==> config.mk <==
export PLATFORM = sky130hd
export DESIGN_NAME = aes_mix_columns_seq
export DESIGN_NICKNAME = d
export VERILOG_FILES = /design/src/rtl/aes_mix_columns_seq.sv
export SDC_FILE = /design/constraint.sdc
export NUM_CORES = 1
export LEC_CHECK = 0
export BUFFER_PORTS_ARGS = -buffer_cell sky130_fd_sc_hd__buf_2
export CORE_ASPECT_RATIO = 1.5
export CORE_MARGIN = 10
export CORE_UTILIZATION = 60
export CTS_CLUSTER_SIZE = 30
export DETAILED_ROUTE_END_ITERATION = 10
export MAX_ROUTING_LAYER = met4
export PLACE_DENSITY = 0.95
export SLEW_MARGIN = 10
export SYNTH_ARGS = -nofsm -noshare
export SYNTH_HDL_FRONTEND = slang
export SYNTH_SLANG_ARGS = --single-unit
==> constraint.sdc <==
create_clock -name i_clock -period 21.2 [get_ports i_clock]
set_clock_uncertainty 0.05 [all_clocks]
set_input_delay 4.24 -clock i_clock [delete_from_list [all_inputs] [get_ports i_clock]]
set_output_delay 4.24 -clock i_clock [all_outputs]
set_load 0.05 [all_outputs]
==> src/rtl/aes_mix_columns_seq.sv <==
// Sequential AES MixColumns / InvMixColumns engine: latches a full state, transforms
// N_PAR_COLS columns per cycle, then holds the result until the consumer takes it.
module aes_mix_columns_seq #(
    parameter int NB_BYTE    = 8,
    parameter int N_ROWS     = 4,
    parameter int N_COLS     = 4,
    parameter int N_PAR_COLS = 1
) (
    input  logic                           i_clock,
    input  logic                           i_reset,
    input  logic [NB_BYTE*N_ROWS*N_COLS-1:0] i_state,
    input  logic                           i_valid,
    input  logic                           i_inverse,
    output logic                           o_ready,
    output logic [NB_BYTE*N_ROWS*N_COLS-1:0] o_state,
    output logic                           o_valid,
    input  logic                           i_ready
);

    localparam int ST_W      = NB_BYTE * N_ROWS * N_COLS;
    localparam int COL_W     = NB_BYTE * N_ROWS;
    localparam int SAFE_PAR  = (N_PAR_COLS < 1) ? 1 : N_PAR_COLS;
    localparam bit BAD_CONF  = (NB_BYTE != 8) || (N_ROWS != 4) || (N_PAR_COLS < 1) ||
                               ((N_COLS % SAFE_PAR) != 0);
    localparam int N_GROUPS  = BAD_CONF ? 1 : (N_COLS / SAFE_PAR);
    localparam int CNT_W     = (N_GROUPS > 1) ? $clog2(N_GROUPS) : 1;

    typedef enum logic [1:0] {IDLE = 2'd0, BUSY = 2'd1, DONE = 2'd2} state_e;

    state_e             fsm_q, fsm_d;
    logic [CNT_W-1:0]   cnt_q, cnt_d;
    logic [ST_W-1:0]    blk_q, blk_d;
    logic [ST_W-1:0]    res_q, res_d;
    logic               inv_q, inv_d;
    logic               accept_s;
    logic               last_grp_s;

    function automatic logic [7:0] xtime(input logic [7:0] b);
        return {b[6:0], 1'b0} ^ (b[7] ? 8'h1B : 8'h00);
    endfunction

    // Coefficients never exceed 0x0e, so four xtime multiples cover every product.
    function automatic logic [7:0] gmul(input logic [7:0] a, input logic [3:0] k);
        logic [7:0] a2, a4, a8;
        a2 = xtime(a);
        a4 = xtime(a2);
        a8 = xtime(a4);
        return ({8{k[0]}} & a) ^ ({8{k[1]}} & a2) ^ ({8{k[2]}} & a4) ^ ({8{k[3]}} & a8);
    endfunction

    function automatic logic [31:0] mix_col(input logic [31:0] col, input logic inv);
        logic [7:0]  r [4];
        logic [3:0]  k [4];
        logic [7:0]  acc;
        logic [31:0] res;
        logic [1:0]  idx;
        if (inv) begin
            k[0] = 4'he; k[1] = 4'hb; k[2] = 4'hd; k[3] = 4'h9;
        end else begin
            k[0] = 4'h2; k[1] = 4'h3; k[2] = 4'h1; k[3] = 4'h1;
        end
        for (int i = 0; i < 4; i++) r[i] = col[31-8*i -: 8];
        res = 32'h0;
        for (int o = 0; o < 4; o++) begin
            acc = 8'h00;
            for (int j = 0; j < 4; j++) begin
                idx = 2'(j - o);
                acc = acc ^ gmul(r[j], k[idx]);
            end
            res[31-8*o -: 8] = acc;
        end
        return res;
    endfunction

    assign accept_s   = (fsm_q == IDLE) && i_valid && !BAD_CONF;
    assign last_grp_s = (cnt_q == CNT_W'(N_GROUPS - 1));

    // State register
    always_ff @(posedge i_clock or posedge i_reset) begin
        if (i_reset) fsm_q <= IDLE;
        else         fsm_q <= fsm_d;
    end

    // Next-state logic
    always_comb begin
        fsm_d = fsm_q;
        case (fsm_q)
            IDLE:    fsm_d = accept_s ? BUSY : IDLE;
            BUSY:    fsm_d = last_grp_s ? DONE : BUSY;
            DONE:    fsm_d = i_ready ? IDLE : DONE;
            default: fsm_d = IDLE;
        endcase
    end

    // Output decode; a bad configuration never advertises readiness
    always_comb begin
        o_ready = 1'b0;
        o_valid = 1'b0;
        case (fsm_q)
            IDLE:    o_ready = !BAD_CONF;
            DONE:    o_valid = 1'b1;
            default: begin
                o_ready = 1'b0;
                o_valid = 1'b0;
            end
        endcase
    end

    // Datapath: latch on accept, then fill the result one column group per cycle
    always_comb begin
        blk_d = blk_q;
        inv_d = inv_q;
        cnt_d = cnt_q;
        res_d = res_q;
        if (accept_s) begin
            blk_d = i_state;
            inv_d = i_inverse;
            cnt_d = '0;
        end else if (fsm_q == BUSY) begin
            for (int p = 0; p < SAFE_PAR; p++) begin
                res_d[ST_W-1-(int'(cnt_q)*SAFE_PAR+p)*COL_W -: COL_W] =
                    mix_col(blk_q[ST_W-1-(int'(cnt_q)*SAFE_PAR+p)*COL_W -: COL_W], inv_q);
            end
            cnt_d = last_grp_s ? cnt_q : cnt_q + 1'b1;
        end else begin
            cnt_d = cnt_q;
        end
    end

    // Datapath registers
    always_ff @(posedge i_clock or posedge i_reset) begin
        if (i_reset) begin
            blk_q <= '0;
            inv_q <= 1'b0;
            cnt_q <= '0;
            res_q <= '0;
        end else begin
            blk_q <= blk_d;
            inv_q <= inv_d;
            cnt_q <= cnt_d;
            res_q <= res_d;
        end
    end

    assign o_state = res_q;

endmodule

# Word-level counts from Yosys, hierarchy flattened
# Cells that the tools add are included.
[totals]
elab_cells = 182
output_inout_bits = 130
regBits = 261
[op_classes]
n_shift = 3
n_bitwise = 137
n_reduce_logical = 5
muxes = 25
n_eq_ne = 4
n_addsub = 3
[ops]
columns = ["op", "count"]
rows = [
  ["8-bit AND", 64],
  ["8-bit bitwise XOR", 62],
  ["32-bit by 33-bit variable shift with 159-bit output (first input constant)", 1],
  ["159-bit by 8-bit variable part select with 32-bit output", 1],
  ["32-bit by 33-bit variable part select with 159-bit output", 1],
  ["128-bit bitwise mux", 1],
  ["8-bit by 5-bit bitwise XOR with 8-bit output", 10],
  ["5-bit 2-to-1 mux", 12],
  ["16-bit 2-to-1 mux", 3],
  ["8-bit negation with 33-bit output", 1],
  ["2-bit 2-to-1 mux", 5],
  ["7-bit by 7-bit subtractor with 8-bit output (first input constant)", 1],
  ["2-bit case mux with 3 select lines", 1],
  ["2-bit equality test (second input constant)", 2],
  ["2-bit AND reduction", 2],
  ["1-bit 2-to-1 mux", 3],
  ["2-bit by 1-bit adder with 2-bit output (second input constant)", 1],
  ["2-bit by 1-bit equality test with 1-bit output (second input constant)", 1],
  ["2-bit zero test", 1],
  ["2-bit != test (second input constant)", 1],
  ["2-bit nonzero test", 1],
  ["1-bit logical AND", 1],
  ["1-bit NOT", 1],
]

# Depth between registers and ports, before layout
# Gate-level depths: netlist (run 1).
[logic_depth]
ltp_word = 15
mapped_depth = 12

# Least setup slack after synthesis (run 1)
# No wires, ideal clock.
[synth_path]
path_kind = "in2reg"
start = "input port i_valid"
end = "register blk_q[12]"
arrival_ns = 5.440
setup_time_ns = 0.125
path_slack_ns = 15.585
required_ns = 21.025
stages = 4
path_cell_list = "and2_1 > clkbuf_1 > buf_1 > mux2_2"
[synth_via]
elab_chain_len = 1
[synth_lines]
columns = ["element", "line_no", "source"]
rows = [
  ["start, declared", "12", "input logic i_valid,"],
  ["1-bit logical AND", "75", "assign accept_s = (fsm_q == IDLE) && i_valid && !BAD_CONF;"],
  ["end signal, assigned", "138", "blk_q <= blk_d;"],
  ["end, declared", "32", "logic [ST_W-1:0] blk_q, blk_d;"],
]
# No other way between the ends.
# A chain may end at the register's enable or synchronous reset.

# Worst setup path in the final report (run 1)
[layout_path]
start = "input port i_valid"
end = "register blk_q[87]"
# The elaborated chain is that of the path after synthesis.

==> results.md, run 1 <==
- Max-capacitance violation count: 0
- Area of the multi-input gates: 6021 sq um
- Drt drc: 0
- Cts bufs inserted: 24
- Post-CTS Setup Repair Bufs: 0
- Critical Path AT: 6.30 ns
- H-tree depth: 1
- Ports: 263
- Fmax: 0.1678 GHz
- CORE AREA: 21060 sq um
- Post-synth top area share: 50.66%
- Most common cell after layout, fill and taps aside: buf_2
- CP Capture Type: flop
- Hold_buf cts: 0
- Total gr overflow: 0
- Aggregate global-route resource usage: 25.41%
- Final setup viols: 0
- Yosys Warn Count: 0
- Std cell rows: 65
- Worst hold path type: reg -> reg
- Worst-Skew Late Latency: 0.52 ns
- Status: finished, final reports clean
- Final hold viol count: 0
- RSZ-0062 raised after global routing: false
- Worst Max-Slew Pin Slew: 1.013 ns
- Slew headroom: 32.29%
- CP cell instances: buf_2 > and2_4 > buf_4 > mux2_2
- CP Class: in -> reg
- Detailed placement HPWL: 25200 microns
- Crit-path slowest cell: buf_4
- Slowest stage delay, CP: 0.81 ns
- Final nets: 1345
- Wire length per cell: 23.44 microns
- Seq/Total Area, Yosys: 50.66%
- Iter 0 DRT Violations: 581
- Largest net degree at the start of global routing: 110
- Synth top area cells: dfrtp_1 (51%), mux2_2 (11%), xnor2_1 (7.5%), mux4_2 (5.8%), xnor3_1 (4.7%)
- Full die area: 27870 sq um
- #FFs+latches synth: 261
- Vias in the first global route: 9865
- Via count: 8817
- Die extent in y: 199.5 microns
- Per-instance average area after synthesis: 13.26 sq um
- DRT Pass-1 Iters: 5
- Die width: 139.7 microns
- IO Port Bufs: 262
- Routed Antenna Nets: 0
- Initial Util: 61.21%
- Fillers: 1345
- Longest Clk Path Bufs: 3
- Final setup TNS: 0 ns
- Antenna violations before repair: 4
- CTS Root Cell: clkbuf_16
- Cell taking the most area after synthesis: dfrtp_1
- Post-CTS Resized: 0
- Commonest non-fill, non-tap cells in the layout: buf_2 (262), dfrtp_1 (259), mux2_2 (130)
- Worst Setup Start Kind: input port
- CTS tree: done
- Clk slew on worst S/H paths: 0.06 ns
- Data required, critical path: 21.54 ns
- Max FO, Critical Path: 71
- Syn Nets: 1109
- Cells after Synth: 972
- DR vias/cell: 5.890
- Netlist cell types: 33
- Sequential cell area: 6534 sq um
- Share of layout cells above drive strength 1: 40.33%
- Layout area overhead: 18.58%
- Final slew viol count: 0
- Final min period: 5.958 ns
- Netlist Area Pre-Place: 12890 sq um
- First-pass GRT wire length: 55110 microns
- Period utilisation layout: 28.10%
- Routability cong.: 0.9658
- Final wirelength: 35100 microns
- CTS sink count: 261
-- final cells by class --
type                       count  share of cell area (%)
antenna                        4                 0.06548
clock buffer                  31                   4.567
clock inverter                12                   1.612
inverter                       5                  0.1719
multi-input combinational    640                   39.38
sequential                   261                   42.74
tap                          268                   2.193
timing repair buffer         276                   9.265
-- worst paths after layout --
kind,start,to,slack (ns),cells past startpoint
min in group asynchronous,i_reset,o_state[8],3.81,2
worst min register to register,o_state[111],o_state[111],0.42,2
worst max-delay path,i_valid,blk_q[87],15.24,4
worst min-delay path,o_state[111],o_state[111],0.42,2
max in group asynchronous,i_reset,o_state[20],15.83,3
worst max register to register,cnt_q[0],o_state[13],16.83,8
-- cell usage after synthesis (all sizes together) --
library cell / n
xor2: 49
and2: 3
o21bai: 1
nor2: 5
o21ai: 82
dfrtp: 261
mux4: 34
xnor3: 27
mux2i: 2
nand2b: 2
nand4: 4
a22o: 50
ha: 4
clkinv: 2
a21oi: 2
nor3: 4
xor3: 7
inv: 3
nor2b: 3
nand2: 115
clkbuf: 41
xnor2: 116
mux2: 130
buf: 25
-- sequential cells by signal, indices dropped and copies added (netlist names) --
register,cells
fsm_q,2
o_state,128
blk_q,128
inv_q,1
cnt_q,2
-- per-stage QoR --
| stage | hold WS [ns] | cells | setup slack [ns] | cell area [sq um] | utilization [%] |
|---|---|---|---|---|---|
| after detailed placement | 0.4152 | 1450 | 14.77 | 14330 | 68.04 |
| after global placement | 0.4060 | 1450 | 14.83 | 14330 | 68.04 |
| after CTS | 0.4294 | 1493 | 15.28 | 15280 | 72.53 |
| final | 0.4234 | 1497 | 15.24 | 15290 | 72.58 |
| after floorplan | 0.4220 | 972 | 9.727 | 12890 | - |
| after global routing | 0.4618 | 1497 | 15.14 | 15290 | 72.58 |
-- worst max-delay path, delay by kind of cell --
family,cells,cell delay (ns)
buffers and inverters,2,0.91
muxes,1,0.44
and+or+nand+nor,1,0.64
-- per-layer routing --
metal,track usage (%),share of wire [%]
met1,29.34,38
met2,42.76,52
met3,4.039,5.6
met4,12.12,4.4
met5,-,0
-- cell families after synthesis --
family                     share of synthesized area, %
and+or+nand+nor                                   4.231
xor gates and xnor gates                          17.77
buffers and inverters                             2.659
muxes                                             17.58
AOI/OAI and AO/OA                                 6.716
adders and majority gates                        0.3882
DFF                                               50.66
Power of run 1 is left out: the tool's default activity adds up to more than one toggle a clock period on the data nets, which glitch-free logic cannot reach.
==> inputs of run 2 (changes only) <==
Settings changed: ABC_AREA set to 1, CORE_UTILIZATION 60 to 52, PLACE_DENSITY 0.95 to 0.86.
Clock period 21.2 ns to 5.4 ns, I/O delays scaled along.
==> results.md, run 2 <==
- Status: finished, final reports clean
- Routed Antenna Nets: 0
- Netlist cell types: 36
- Clk slew on worst S/H paths: 0.07 ns
- Syn Nets: 2217
- Commonest non-fill, non-tap cells in the layout: nand2_1 (921), buf_2 (262), dfrtp_1 (259)
- Per-instance average area after synthesis: 7.723 sq um
- Slew headroom: 49.11%
- Crit-path leading delay family: simple AND/OR/NAND/NOR gates
- Fillers: 2664
- Top-count cell post-synth: nand2_1
- Routability cong.: 1.009
- CP Capture Type: flop
- Yosys Warn Count: 0
- DRT Pass-1 Iters: 6
- Post-synth top area share: 40.66%
- RSZ-0062 raised after global routing: false
- Cells after Synth: 2080
- Detailed placement HPWL: 42350 microns
- Share of layout cells above drive strength 1: 24.11%
- Worst Setup Start Kind: flop
- Reg2reg start: cnt_q[0]
- Cts bufs inserted: 25
- Fmax: 0.2769 GHz
- Drt drc: 0
- Period utilisation layout: 66.87%
- Worst Max-Slew Pin Slew: 0.7634 ns
- Ports: 263
- Most common cell after layout, fill and taps aside: nand2_1
- Final setup viols: 0
- Most used cell, CP: nand2_1
- Hold Startpoint: o_state[90]
- Synth top area cells: dfrtp_1 (41%), nand2_1 (22%), mux2_2 (8.6%), nand3_1 (7.7%), xor2_1 (5.0%)
- Number of enable flip-flop cells after synthesis: 0
- Iter 0 DRT Violations: 1206
- Final slew viol count: 0
- Antenna violations before repair: 0
- CTS sink count: 261
- Antenna cells: 0
- Cell taking the most area after synthesis: dfrtp_1
- IO Port Bufs: 262
- Top_reg_cell synth: dfrtp_1
- Critical Path AT: 3.99 ns
- CP cell instances: inv_6 > nand2_1 > nand2_1 > nand2_1 > nand2_1 > nand2_1 > nand2_1 > nand2_1 > nand3_2 > nand2_1 > nand2_1 > nand2_1 > nand2_1 > nand2_1 > nand2_1 > inv_1 > nand2_1 > nand2_2 > nand3_1 > nand2_1
- Worst hold path type: reg -> reg
- CTS Root Cell: clkbuf_16
- Setup crit start: cnt_q[0]
- Worst Path Buf+Inv: 2
- Longest Clk Path Bufs: 3
- Via count: 15139
- Final setup TNS: 0 ns
- Flop2flop setup slack: 1.79 ns
- Post-CTS Setup Repair Bufs: 0
- Top cells by count, synth: nand2_1 (922), dfrtp_1 (261), nand3_1 (247)
- Max-capacitance violation count: 0
- Synth async-reset ratio: 100.0%
- Largest net degree at the start of global routing: 139
- Seq/Total Area, Yosys: 40.66%
- Die width: 163.5 microns
- Final min period: 3.611 ns
- Hold path depth: 2
- Layout area overhead: 15.02%
- CP Class: reg -> reg
- Vias in the first global route: 15156
- Data required, critical path: 5.78 ns
- Netlist Area Pre-Place: 16060 sq um
- R2R cell count: 20
- #FFs+latches synth: 261
- CORE AREA: 30350 sq um
- Hold_buf cts: 0
- CTS tree: done
- Initial Util: 52.93%
- Std cell rows: 78
- Final wirelength: 55100 microns
- Worst-Skew Late Latency: 0.55 ns
- Slowest stage delay, CP: 0.61 ns
- Final hold viol count: 0
- H-tree depth: 1
- Wire length per cell: 20.23 microns
- Final nets: 2442
- Total gr overflow: 0
- Crit-path slowest cell: dfrtp_4
- Crit path depth: 20
- DR vias/cell: 5.560
- Post-CTS Resized: 0
- Die extent in y: 235.3 microns
- Full die area: 38470 sq um
- Max FO, Critical Path: 81
- First-pass GRT wire length: 85900 microns
- Aggregate global-route resource usage: 28.80%
run 2: cell types whose count changed after synthesis, moves of 74 or more:
cell	before	now
nand2_1	115	922
nand3_1	0	247
inv_1	3	90
xnor2_1	111	24
o21ai_0	81	3
nand4_1	4	78
run 2: final timing paths:
path,endpoint
max,o_state[92]
min,o_state[90]
max in group asynchronous,o_state[52]
max reg2reg,o_state[92]
min in group asynchronous,cnt_q[0]
min reg2reg,o_state[90]
run 2: cells by family after synthesis:
| logic type | share of synthesized area (%) |
|---|---|
| compound gates | 0.6231 |
| xor+xnor | 7.135 |
| fa+ha+maj | 0.3116 |
| buf+inv | 5.499 |
| flops | 40.66 |
| mux | 8.552 |
| simple gates | 37.22 |
run 2: layer usage:
layer | up-vias | global-route usage (%) | wire length [microns]
li1 | 7153 | - | -
met1 | 7209 | 33.32 | 21300
met2 | 646 | 49.12 | 28000
met3 | 131 | 3.322 | 3212
met4 | 0 | 12.51 | 2591
met5 | - | - | 0
run 2: through the flow:
stage	util (%)	cells	hold slack (ns)	instance area [sq um]	setup slack [ns]
after global routing	60.87	2723	0.4465	18480	1.553
after floorplan	-	2080	0.4252	16070	0.8284
after global placement	58.10	2678	0.4080	17640	1.888
after detailed placement	58.10	2678	0.4113	17640	1.843
final	60.87	2723	0.4244	18480	1.789
after CTS	60.87	2723	0.4287	18480	1.823
run 2: layout make-up:
type                    instances  area (sq um)  area share (%)
flip-flops and latches        261          6536           35.38
multi-input cells            1621          8667           46.91
inverters                     115         440.4           2.384
clock buffers                  38         764.5           4.138
repair buffers                281          1491           8.072
well taps                     400         500.5           2.709
clock inverters                 7         76.32          0.4131
run 2: worst min-delay path, cell delays in order, from the launching register on:
cell,delay [ns]
dfrtp_1,0.34
nand2_1,0.05
nand2_1,0.05
Power of run 2 is left out for the same reason.
